### src/rtl/mux4_rr_arbiter_pkg.sv
// arb_pkg: shared sizes and output-stage state for mux4_rr_arbiter.
package arb_pkg;
    localparam int NUM_REQ = 4;
    localparam int PTR_W   = 2;
    typedef enum logic {EMPTY, FULL} state_e;
endpackage

### src/rtl/mux4_rr_arbiter_if.sv
// mux4_rr_arbiter_if: requester and consumer signals of the arbiter; Lock exists only with ARB_LOCK_EN.
interface mux4_rr_arbiter_if #(parameter int DATA_WIDTH = 32);
    import arb_pkg::*;
    logic [NUM_REQ-1:0]    Req;
    logic [DATA_WIDTH-1:0] InA, InB, InC, InD;
    logic [NUM_REQ-1:0]    Ack;
    logic [PTR_W-1:0]      Sel;
    logic [DATA_WIDTH-1:0] OutData;
    logic                  OutValid;
    logic                  OutReady;
`ifdef ARB_LOCK_EN
    logic [NUM_REQ-1:0]    Lock;
    modport master (input Req, InA, InB, InC, InD, OutReady, Lock, output Ack, Sel, OutData, OutValid);
    modport slave  (output Req, InA, InB, InC, InD, OutReady, Lock, input Ack, Sel, OutData, OutValid);
`else
    modport master (input Req, InA, InB, InC, InD, OutReady, output Ack, Sel, OutData, OutValid);
    modport slave  (output Req, InA, InB, InC, InD, OutReady, input Ack, Sel, OutData, OutValid);
`endif
endinterface

### src/rtl/mux4_rr_arbiter_rr_pick.sv
// rr_pick: rotate-priority encoder; first set bit of E scanning Ptr, Ptr+1, ... mod 4.
module rr_pick
    import arb_pkg::*;
(
    input  logic [NUM_REQ-1:0] E,
    input  logic [PTR_W-1:0]   Ptr,
    output logic [PTR_W-1:0]   Grant,
    output logic               Any
);
    always_comb begin
        Any   = |E;
        Grant = Ptr;
        // Scan backwards so the candidate nearest Ptr is written last and wins.
        for (int k = NUM_REQ - 1; k >= 0; k--)
            if (E[Ptr + PTR_W'(k)]) Grant = Ptr + PTR_W'(k);
    end
endmodule

### src/rtl/mux4_rr_arbiter.sv
// mux4_rr_arbiter: round-robin 4:1 word arbiter with a one-entry valid/ready output stage.
// Define ARB_LOCK_EN to add the Lock input that lets a winner keep the channel.
module mux4_rr_arbiter
    import arb_pkg::*;
#(
    parameter int DATA_WIDTH = 32,
    parameter int RESET_PTR  = 0
) (
    input logic                Clk,
    input logic                Reset_n,
    mux4_rr_arbiter_if.master  bus
);
    state_e                state_q, state_d;
    logic [PTR_W-1:0]      ptr_q, ptr_d, sel_q, sel_d, grant;
    logic [NUM_REQ-1:0]    ack_q, ack_d, elig;
    logic [DATA_WIDTH-1:0] data_q, data_d, mux_data;
    logic                  any, cap;
`ifdef ARB_LOCK_EN
    logic                  lock_q, lock_d;
    logic [PTR_W-1:0]      owner_q, owner_d;
    assign elig = bus.Req & ~ack_q & (lock_q ? NUM_REQ'(1) << owner_q : '1);
`else
    assign elig = bus.Req & ~ack_q;
`endif
    rr_pick u_pick (.E(elig), .Ptr(ptr_q), .Grant(grant), .Any(any));
    assign mux_data = grant == 2'd0 ? bus.InA :
                      grant == 2'd1 ? bus.InB :
                      grant == 2'd2 ? bus.InC : bus.InD;
    assign cap = any & (state_q == EMPTY | bus.OutReady);
    always_comb begin
        state_d = state_q;
        ptr_d   = ptr_q;
        sel_d   = sel_q;
        data_d  = data_q;
        ack_d   = '0;
`ifdef ARB_LOCK_EN
        lock_d  = lock_q;
        owner_d = owner_q;
`endif
        if (cap) begin
            state_d = FULL;
            sel_d   = grant;
            data_d  = mux_data;
            ack_d   = NUM_REQ'(1) << grant;
            ptr_d   = grant + 2'd1;
`ifdef ARB_LOCK_EN
            lock_d  = bus.Lock[grant];
            owner_d = grant;
            ptr_d   = bus.Lock[grant] ? ptr_q : grant + 2'd1;
`endif
        end else if (state_q == FULL && bus.OutReady) begin
            state_d = EMPTY;
        end
    end
    always_ff @(posedge Clk) begin
        if (!Reset_n) begin
            state_q <= EMPTY;
            ptr_q   <= PTR_W'(RESET_PTR);
            sel_q   <= '0;
            data_q  <= '0;
            ack_q   <= '0;
`ifdef ARB_LOCK_EN
            lock_q  <= 1'b0;
            owner_q <= '0;
`endif
        end else begin
            state_q <= state_d;
            ptr_q   <= ptr_d;
            sel_q   <= sel_d;
            data_q  <= data_d;
            ack_q   <= ack_d;
`ifdef ARB_LOCK_EN
            lock_q  <= lock_d;
            owner_q <= owner_d;
`endif
        end
    end
    assign bus.Ack      = ack_q;
    assign bus.Sel      = sel_q;
    assign bus.OutData  = data_q;
    assign bus.OutValid = state_q == FULL;
endmodule

### src/flat_wrapper.sv
// flat-port wrapper written by rule: the top's interface ports become plain ports
module mux4_rr_arbiter_flat import arb_pkg::*;
#(
    parameter int DATA_WIDTH = 32,
    parameter int RESET_PTR  = 0
)
  (Clk, Reset_n, bus_Req, bus_InA, bus_InB, bus_InC, bus_InD, bus_OutReady, bus_Ack, bus_Sel, bus_OutData, bus_OutValid);
  mux4_rr_arbiter_if #(.DATA_WIDTH(DATA_WIDTH)) bus_i ();
  input logic Clk;
  input logic Reset_n;
  input wire logic [$bits(bus_i.Req)-1:0] bus_Req;
  input wire logic [$bits(bus_i.InA)-1:0] bus_InA;
  input wire logic [$bits(bus_i.InB)-1:0] bus_InB;
  input wire logic [$bits(bus_i.InC)-1:0] bus_InC;
  input wire logic [$bits(bus_i.InD)-1:0] bus_InD;
  input wire logic [$bits(bus_i.OutReady)-1:0] bus_OutReady;
  output wire logic [$bits(bus_i.Ack)-1:0] bus_Ack;
  output wire logic [$bits(bus_i.Sel)-1:0] bus_Sel;
  output wire logic [$bits(bus_i.OutData)-1:0] bus_OutData;
  output wire logic [$bits(bus_i.OutValid)-1:0] bus_OutValid;
  assign bus_i.Req = bus_Req;
  assign bus_i.InA = bus_InA;
  assign bus_i.InB = bus_InB;
  assign bus_i.InC = bus_InC;
  assign bus_i.InD = bus_InD;
  assign bus_i.OutReady = bus_OutReady;
  assign bus_Ack = bus_i.Ack;
  assign bus_Sel = bus_i.Sel;
  assign bus_OutData = bus_i.OutData;
  assign bus_OutValid = bus_i.OutValid;
  mux4_rr_arbiter #(.DATA_WIDTH(DATA_WIDTH), .RESET_PTR(RESET_PTR)) u_core (.Clk(Clk), .Reset_n(Reset_n), .bus(bus_i));
endmodule
### config.mk
export PLATFORM = sky130hd
export DESIGN_NAME = mux4_rr_arbiter_flat
export DESIGN_NICKNAME = d
export VERILOG_FILES = /design/src/rtl/mux4_rr_arbiter_pkg.sv /design/src/rtl/mux4_rr_arbiter_if.sv /design/src/rtl/mux4_rr_arbiter_rr_pick.sv /design/src/rtl/mux4_rr_arbiter.sv /design/src/flat_wrapper.sv
export SDC_FILE = /design/constraint.sdc
export NUM_CORES = 1
export LEC_CHECK = 0
export ABC_AREA = 1
export CORE_MARGIN = 5
export CORE_UTILIZATION = 30
export CTS_CLUSTER_DIAMETER = 200
export CTS_CLUSTER_SIZE = 25
export DETAILED_ROUTE_END_ITERATION = 16
export GPL_ROUTABILITY_DRIVEN = 0
export GPL_TIMING_DRIVEN = 0
export PLACE_DENSITY = 0.65
export REMOVE_ABC_BUFFERS = 1
export SLEW_MARGIN = 20
export SYNTH_ARGS = -nofsm -noshare
export SYNTH_HDL_FRONTEND = slang
export SYNTH_SLANG_ARGS = --single-unit
### constraint.sdc
create_clock -name Clk -period 4.1 [get_ports Clk]
set_input_delay 0.82 -clock Clk [delete_from_list [all_inputs] [get_ports Clk]]
set_output_delay 0.82 -clock Clk [all_outputs]
set_load 0.1 [all_outputs]
Yosys cells after proc, flatten, opt, wreduce, memory -nomap -nowiden:

Cells that the tools add are included.

* order comparisons: 4
* shift operators: 1
* multiplexer cells: 17
* equality and inequality tests: 2
* add/sub/neg operators: 4
* reductions and logical operators: 5
* bitwise logic cells: 5

Operators with widths (count)
* $mux W32: 3
* $lt A2 B3 Y1 const B: 4
* $bmux W1 S2: 4
* $mux W2: 4
* $mux W1: 6
* $add A2 B1 Y2 const B: 2
* $add A2 B2 Y2 const B: 2
* $and A4 B4 Y4: 1
* $not A4 Y4: 1
* $reduce_or A4 Y1: 1
* $shl A1 B2 Y4 const A: 1
* $eq A2 B1 Y1 const B: 1
* $eq A2 B2 Y1 const B: 1
* $logic_not A2 Y1: 1
* $reduce_and A2 Y1: 1
* $reduce_bool A2 Y1: 1
* $and A1 B1 Y1: 1
* $logic_and A1 B1 Y1: 1
* $not A1 Y1: 1
* $or A1 B1 Y1: 1

* input port bits: 135
* register bits: 41
* word-level logic and storage cells: 43

Longest topological paths before layout:

* depth in word-level cells: 12
* gate-level depth with buffers: 21
* mapped depth without buffers: 18

By module:

From an unflattened synthesis, not the netlist that was laid out.

* cell total of the unflattened synthesis: 544
* area total of the unflattened synthesis: 2994.1 sq um

By module, submodules not included
* mux4_rr_arbiter: instances 1, cells each 494, area an instance 2776.4 sq um
* rr_pick: instances 1, cells each 50, area an instance 217.7 sq um

Worst setup path before layout:

No wires, ideal clock.

* path kind: reg-to-reg
* start point: reg u_core.ack_q[3] (netlist: u_core.bus.Ack[3])
* end point: reg u_core.data_q[17] (netlist: u_core.bus.OutData[17])
* required time: 4.028 ns
* path slack: 1.205 ns
* library setup time: 0.072 ns
* data arrival time: 2.823 ns
* buffers on the path: 2
* stages on the path, launching flop included: 20
* period minus slack after synthesis: 2.895 ns
* cell sequence: dfxtp_1 > nor2_1 > nand2_1 > nand2_1 > nand2_1 > nand2_1 > nand2_1 > nand2_1 > nand2_1 > nand2_1 > nand2_2 > inv_2 > ha_1 > buf_2 > buf_4 > mux2i_1 > o21a_1 > o21ai_0 > nand2_1 > a21oi_1

* word-level cells in the longest chain between the ends: 12
* elaborated cells on any way between the ends: 22
* those cells by class: eq/ne (2); mux (15); bitwise (3); reduce/logical (2)

Ends and longest elaborated chain
* start: declaration: line mux4_rr_arbiter.sv:15 `logic [NUM_REQ-1:0] ack_q, ack_d, elig;`
* start signal: assignment: line mux4_rr_arbiter.sv:71 `ack_q <= ack_d;`
* $not A4 Y4 *: line mux4_rr_arbiter.sv:23 `assign elig = bus.Req & ~ack_q;`
* $and A4 B4 Y4 *: line mux4_rr_arbiter.sv:23
* $bmux W1 S2: line mux4_rr_arbiter_rr_pick.sv:15 `if (E[Ptr + PTR_W'(k)]) Grant = Ptr + PTR_W'(k);`
* $mux W1 (not written as such): line mux4_rr_arbiter_rr_pick.sv:15
* $mux W2 (3 in a row): line mux4_rr_arbiter_rr_pick.sv:15
* $mux W2 *: line mux4_rr_arbiter_rr_pick.sv:15
* named net u_core.grant[0]: line mux4_rr_arbiter.sv:14 `logic [PTR_W-1:0] ptr_q, ptr_d, sel_q, sel_d, grant;`
* $eq A2 B2 Y1: line mux4_rr_arbiter.sv:28 `grant == 2'd2 ? bus.InC : bus.InD;`
* $mux W32: line mux4_rr_arbiter.sv:28
* $mux W32: line mux4_rr_arbiter.sv:27 `grant == 2'd1 ? bus.InB :`
* $mux W32 *: line mux4_rr_arbiter.sv:26 `assign mux_data = grant == 2'd0 ? bus.InA :`
* end signal: assignment: line mux4_rr_arbiter.sv:70 `data_q <= data_d;`
* end: declaration: line mux4_rr_arbiter.sv:16 `logic [DATA_WIDTH-1:0] data_q, data_d, mux_data;`

Mark *: on every way through the listed nets, which the timed path passes. The rest lies on a longest branch. The select of a mux whose other input is x is not followed.
A chain may end at the register's enable or synchronous reset.

Worst setup path after layout:

* start point: in bus_Req[0]
* end point: reg u_core.data_q[17] (netlist: u_core.bus.OutData[17])

* word-level cells in the longest chain between the ends: 11
* elaborated cells on any way between the ends: 21
* those cells by class: eq/ne (2); mux (15); bitwise (2); reduce/logical (2)

Ends and longest elaborated chain
* start: declaration: line flat_wrapper.sv:11 `input wire logic [$bits(bus_i.Req)-1:0] bus_Req;`
* $and A4 B4 Y4 *: line mux4_rr_arbiter.sv:23
* $bmux W1 S2: line mux4_rr_arbiter_rr_pick.sv:15
* $mux W1 (not written as such): line mux4_rr_arbiter_rr_pick.sv:15
* $mux W2 (3 in a row): line mux4_rr_arbiter_rr_pick.sv:15
* $mux W2 *: line mux4_rr_arbiter_rr_pick.sv:15
* named net u_core.grant[0]: line mux4_rr_arbiter.sv:14
* $eq A2 B2 Y1: line mux4_rr_arbiter.sv:28
* $mux W32: line mux4_rr_arbiter.sv:28
* $mux W32: line mux4_rr_arbiter.sv:27
* $mux W32 *: line mux4_rr_arbiter.sv:26

Marked as above.

==> flow_summary.ini <==
[finish]
share_of_final_layout_standard_cells_stronger_than_drive_strength_1_pct = 4.41
area_growth_syn_to_layout_pct = 70.0
layout.filler_cells = 902
final_design_instance_area_without_fill_sq_um = 4680
final_net_count = 704
area_of_the_multi_input_gates_sq_um = 1700
regArea_sq_um = 821
antenna_cells = 0

[grt]
overflow = 0
number_of_global_route_vias_before_repair = 3151
globalRouteTotalUtil_pct = 16.1
grt_max_degree = 65
grt_antenna_before_repair = 0
grt_pass1_wl_um = 14900

[placement]
post_dp_cell_area_sq_um = 4560
detailedPlace.worstSlack_ps = 172
dp_hpwl_um = 7200
place.port_buffers = 173

[synth]
syn-cell-area_sq_um = 2750
yosysTopAreaCell = dfxtp_1
ys.warnings.count = 0
syn_area_per_cell_sq_um = 6.71
synth.yosys.seq_area_share_pct = 29.8
syn-instance-count = 410
post_synth_num_cell_types = 22
synth.ff_latch_count = 41
yosys-top-cells-area = dfxtp_1, nand2_1, mux2i_1
post-synth-top-area-fraction_pct = 29.8

[min_path]
holdPathStages = 2
worst_hold_path_type = register to register
hold_end = u_core.bus.OutData[3]$_SDFFE_PN0P_
min_from = u_core.bus.OutData[3]$_SDFFE_PN0P_

[setup_path]
cp-start-kind = input port
required_ps = 4250
cp_slowest_stage_delay_ps = 570
timing.critical_path.slowest_stage_cell = ha_2
regToRegStartpoint = u_core.ptr_q[0]$_SDFFE_PN0P_
rr_worst_depth = 19
critPathKind = input port to register
rr_endpoint = u_core.bus.OutData[17]$_SDFFE_PN0P_
worstPathArrival_ps = 3740
timing.critical_path.fanout_max = 17
reg2reg_slack_ps = 1040
cp_cell_sequence = clkdlybuf4s50_1 -> inv_1 -> nor2_1 -> nand2_1 -> nand2_1 -> nand2_1 -> nand2_1 -> nand2_1 -> nand2_1 -> nand2_1 -> nand2_1 -> nand2_2 -> inv_2 -> ha_2 -> buf_16 -> mux2i_1 -> o21a_1 -> o21ai_0 -> nand2_1 -> a21oi_1
timing.critical_path.buf_inv = 4
timing.critical_path.mode_cell = nand2_1
worstSetupEndpointType = register
critical-path-top-delay-family = simple AND/OR/NAND/NOR gates

[floorplan]
die-width_um = 106
die_h_um = 106
boundaryPins = 174
initial_core_util_pct = 30.2
rows = 35
placeableCoreArea_sq_um = 9110
area_of_the_die_sq_um = 11200

[outcome]
outcome = complete, no violations

[cts]
cts_made_buffers = 5
post-cts-setup-buffer-count = 0
clockBufferDepth = 2
clkTransAtPathRegs_ps = 80
clkLatencyLatePin_ps = 290
postCtsResizedCells = 0
cts_hold_repair_buffers = 0
tritoncts = done
clk_root_buffer_cell = clkbuf_8
clock_tree.htree_level_count = 2
clock-sinks = 41

[routing]
routed_wirelength_um = 9220
route.vias.total = 3160
drt_iter0_markers = 82
via_per_inst = 4.66
ant_nets = 0
drt_pre_antenna_iters = 6
drc_errors = 0
wire_per_inst_um = 13.6

[timing]
finalHoldViolCount = 0
hold_ws_ps = 464
relSlewSlack_pct = 31.8
max_clock_freq_ghz = 0.278
tightestPinTransition_ps = 1020
final-max-slew-violation-count = 0
fin_tns_setup_ps = 0
grt_setup_unrepaired = false
finalSetupViolations = 0
period_needed_ps = 3600
final_critical_path_setup_slack_ps = 503
layout_worst_path_cycle_share_pct = 87.7
worst_clock_skew_ps = 8.56

[run]
max-cap-violations = 0

[power]
totalPowerFinal_w = 0.00466
p_leak_nw = 1.83
peakVddDrop_mv = 0.505
pwr_density_cell_nw_per_um2 = 997
-- tightest hold or removal path, stage by stage (launching register included) --
cell and delay [ps]:
dfxtp_1 310, nand2_1 60, a21oi_1 50
-- area by class of cell --
cell class / count / area share, %
Clock buffer: 6 / 1.77
Multi-Input combinational cell: 320 / 36.4
Sequential cell: 41 / 17.6
Timing Repair Buffer: 177 / 38.8
Inverter: 21 / 1.74
Tap cell: 111 / 2.97
Clock inverter: 2 / 0.803
-- power by group --
part	internal (W)	total [W]	switching (W)
clock network	0.000198	0.000340	0.000142
registers	0.000544	0.000627	0.0000830
logic	0.00136	0.00370	0.00233
total	0.00210	0.00466	0.00256
-- state kept, by name, indices dropped and copies added, names as in the netlist --
register and count:
u_core.bus.OutData 32, u_core.bus.Ack 4, u_core.bus.Sel 2, u_core.ptr_q 2
u_core.bus.OutValid 1
-- per-layer routing --
| metal | vias to the layer above | track usage [%] | routed length [um] |
|---|---|---|---|
| li1 | 1645 | - | - |
| met1 | 1387 | 18.2 | 3700 |
| met2 | 120 | 29.9 | 4650 |
| met3 | 8 | 4.16 | 752 |
| met4 | 0 | 3.79 | 119 |
| met5 | - | 0 | 0 |
-- how the worst max path moves through the flow --
stage	startpoint	to	slack (ps)	depth (start not counted)
after global routing	bus_Req[3]	u_core.bus.OutData[28]$_SDFFE_PN0P_	210	20
after CTS	bus_Req[0]	u_core.bus.OutData[19]$_SDFFE_PN0P_	490	20
after global placement	bus_Req[3]	u_core.bus.OutData[3]$_SDFFE_PN0P_	-670	19
after floorplan	u_core.bus.Ack[3]$_SDFF_PN0_	u_core.bus.OutData[0]$_SDFFE_PN0P_	420	16
after detailed placement	bus_Req[0]	u_core.bus.OutData[19]$_SDFFE_PN0P_	170	20
final	bus_Req[0]	u_core.bus.OutData[17]$_SDFFE_PN0P_	500	20
-- Yosys cell counts --
cell      number
o21ai_0       34
dfxtp_1       41
buf_2          2
buf_4          5
buf_1          4
nand2_2        1
nor2_1        11
clkbuf_1      12
clkinv_1       1
nand3_1       10
a21oi_1       35
buf_6          5
o21ai_2        1
o31ai_4        1
inv_1         15
xor2_2         1
inv_2          4
ha_1           3
inv_4          1
o21a_1        32
mux2i_1       32
nand2_1      159
-- metrics by stage --
stage | std cells | utilization (%)
2_1_floorplan | 382 | -
3_3_place_gp | 666 | 48.9
3_5_place_dp | 670 | 50.0
4_1_cts | 678 | 51.3
5_1_grt | 678 | 51.3
6_report | 678 | 51.3
-- cell families after synthesis --
family,Yosys count,synth area share [%]
and+or+nand+nor,181,25.3
AOI/OAI and AO/OA,103,22.4
buffers and inverters,49,8.92
DFF,41,29.8
muxes,32,11.6
adders and majority gates,3,1.37
xor gates and xnor gates,1,0.592
-- layout by cell type (no fill, tap or decap) --
master and instances:
nor2_1 11, inv_4 1, o21ai_0 34, mux2i_1 32, clkbuf_8 6, buf_16 2
o21ai_2 1, a21oi_1 35, o21a_1 32, buf_6 1, inv_2 5, buf_8 1
clkdlybuf4s50_1 173, nand2_1 159, xor2_2 1, ha_4 1, o31ai_4 1, bufinv_16 1
dfxtp_1 41, clkinvlp_4 1, nand3_1 10, ha_2 2, nand2_2 1, inv_1 15
No activity file was read; power rests on OpenSTA's default activity.
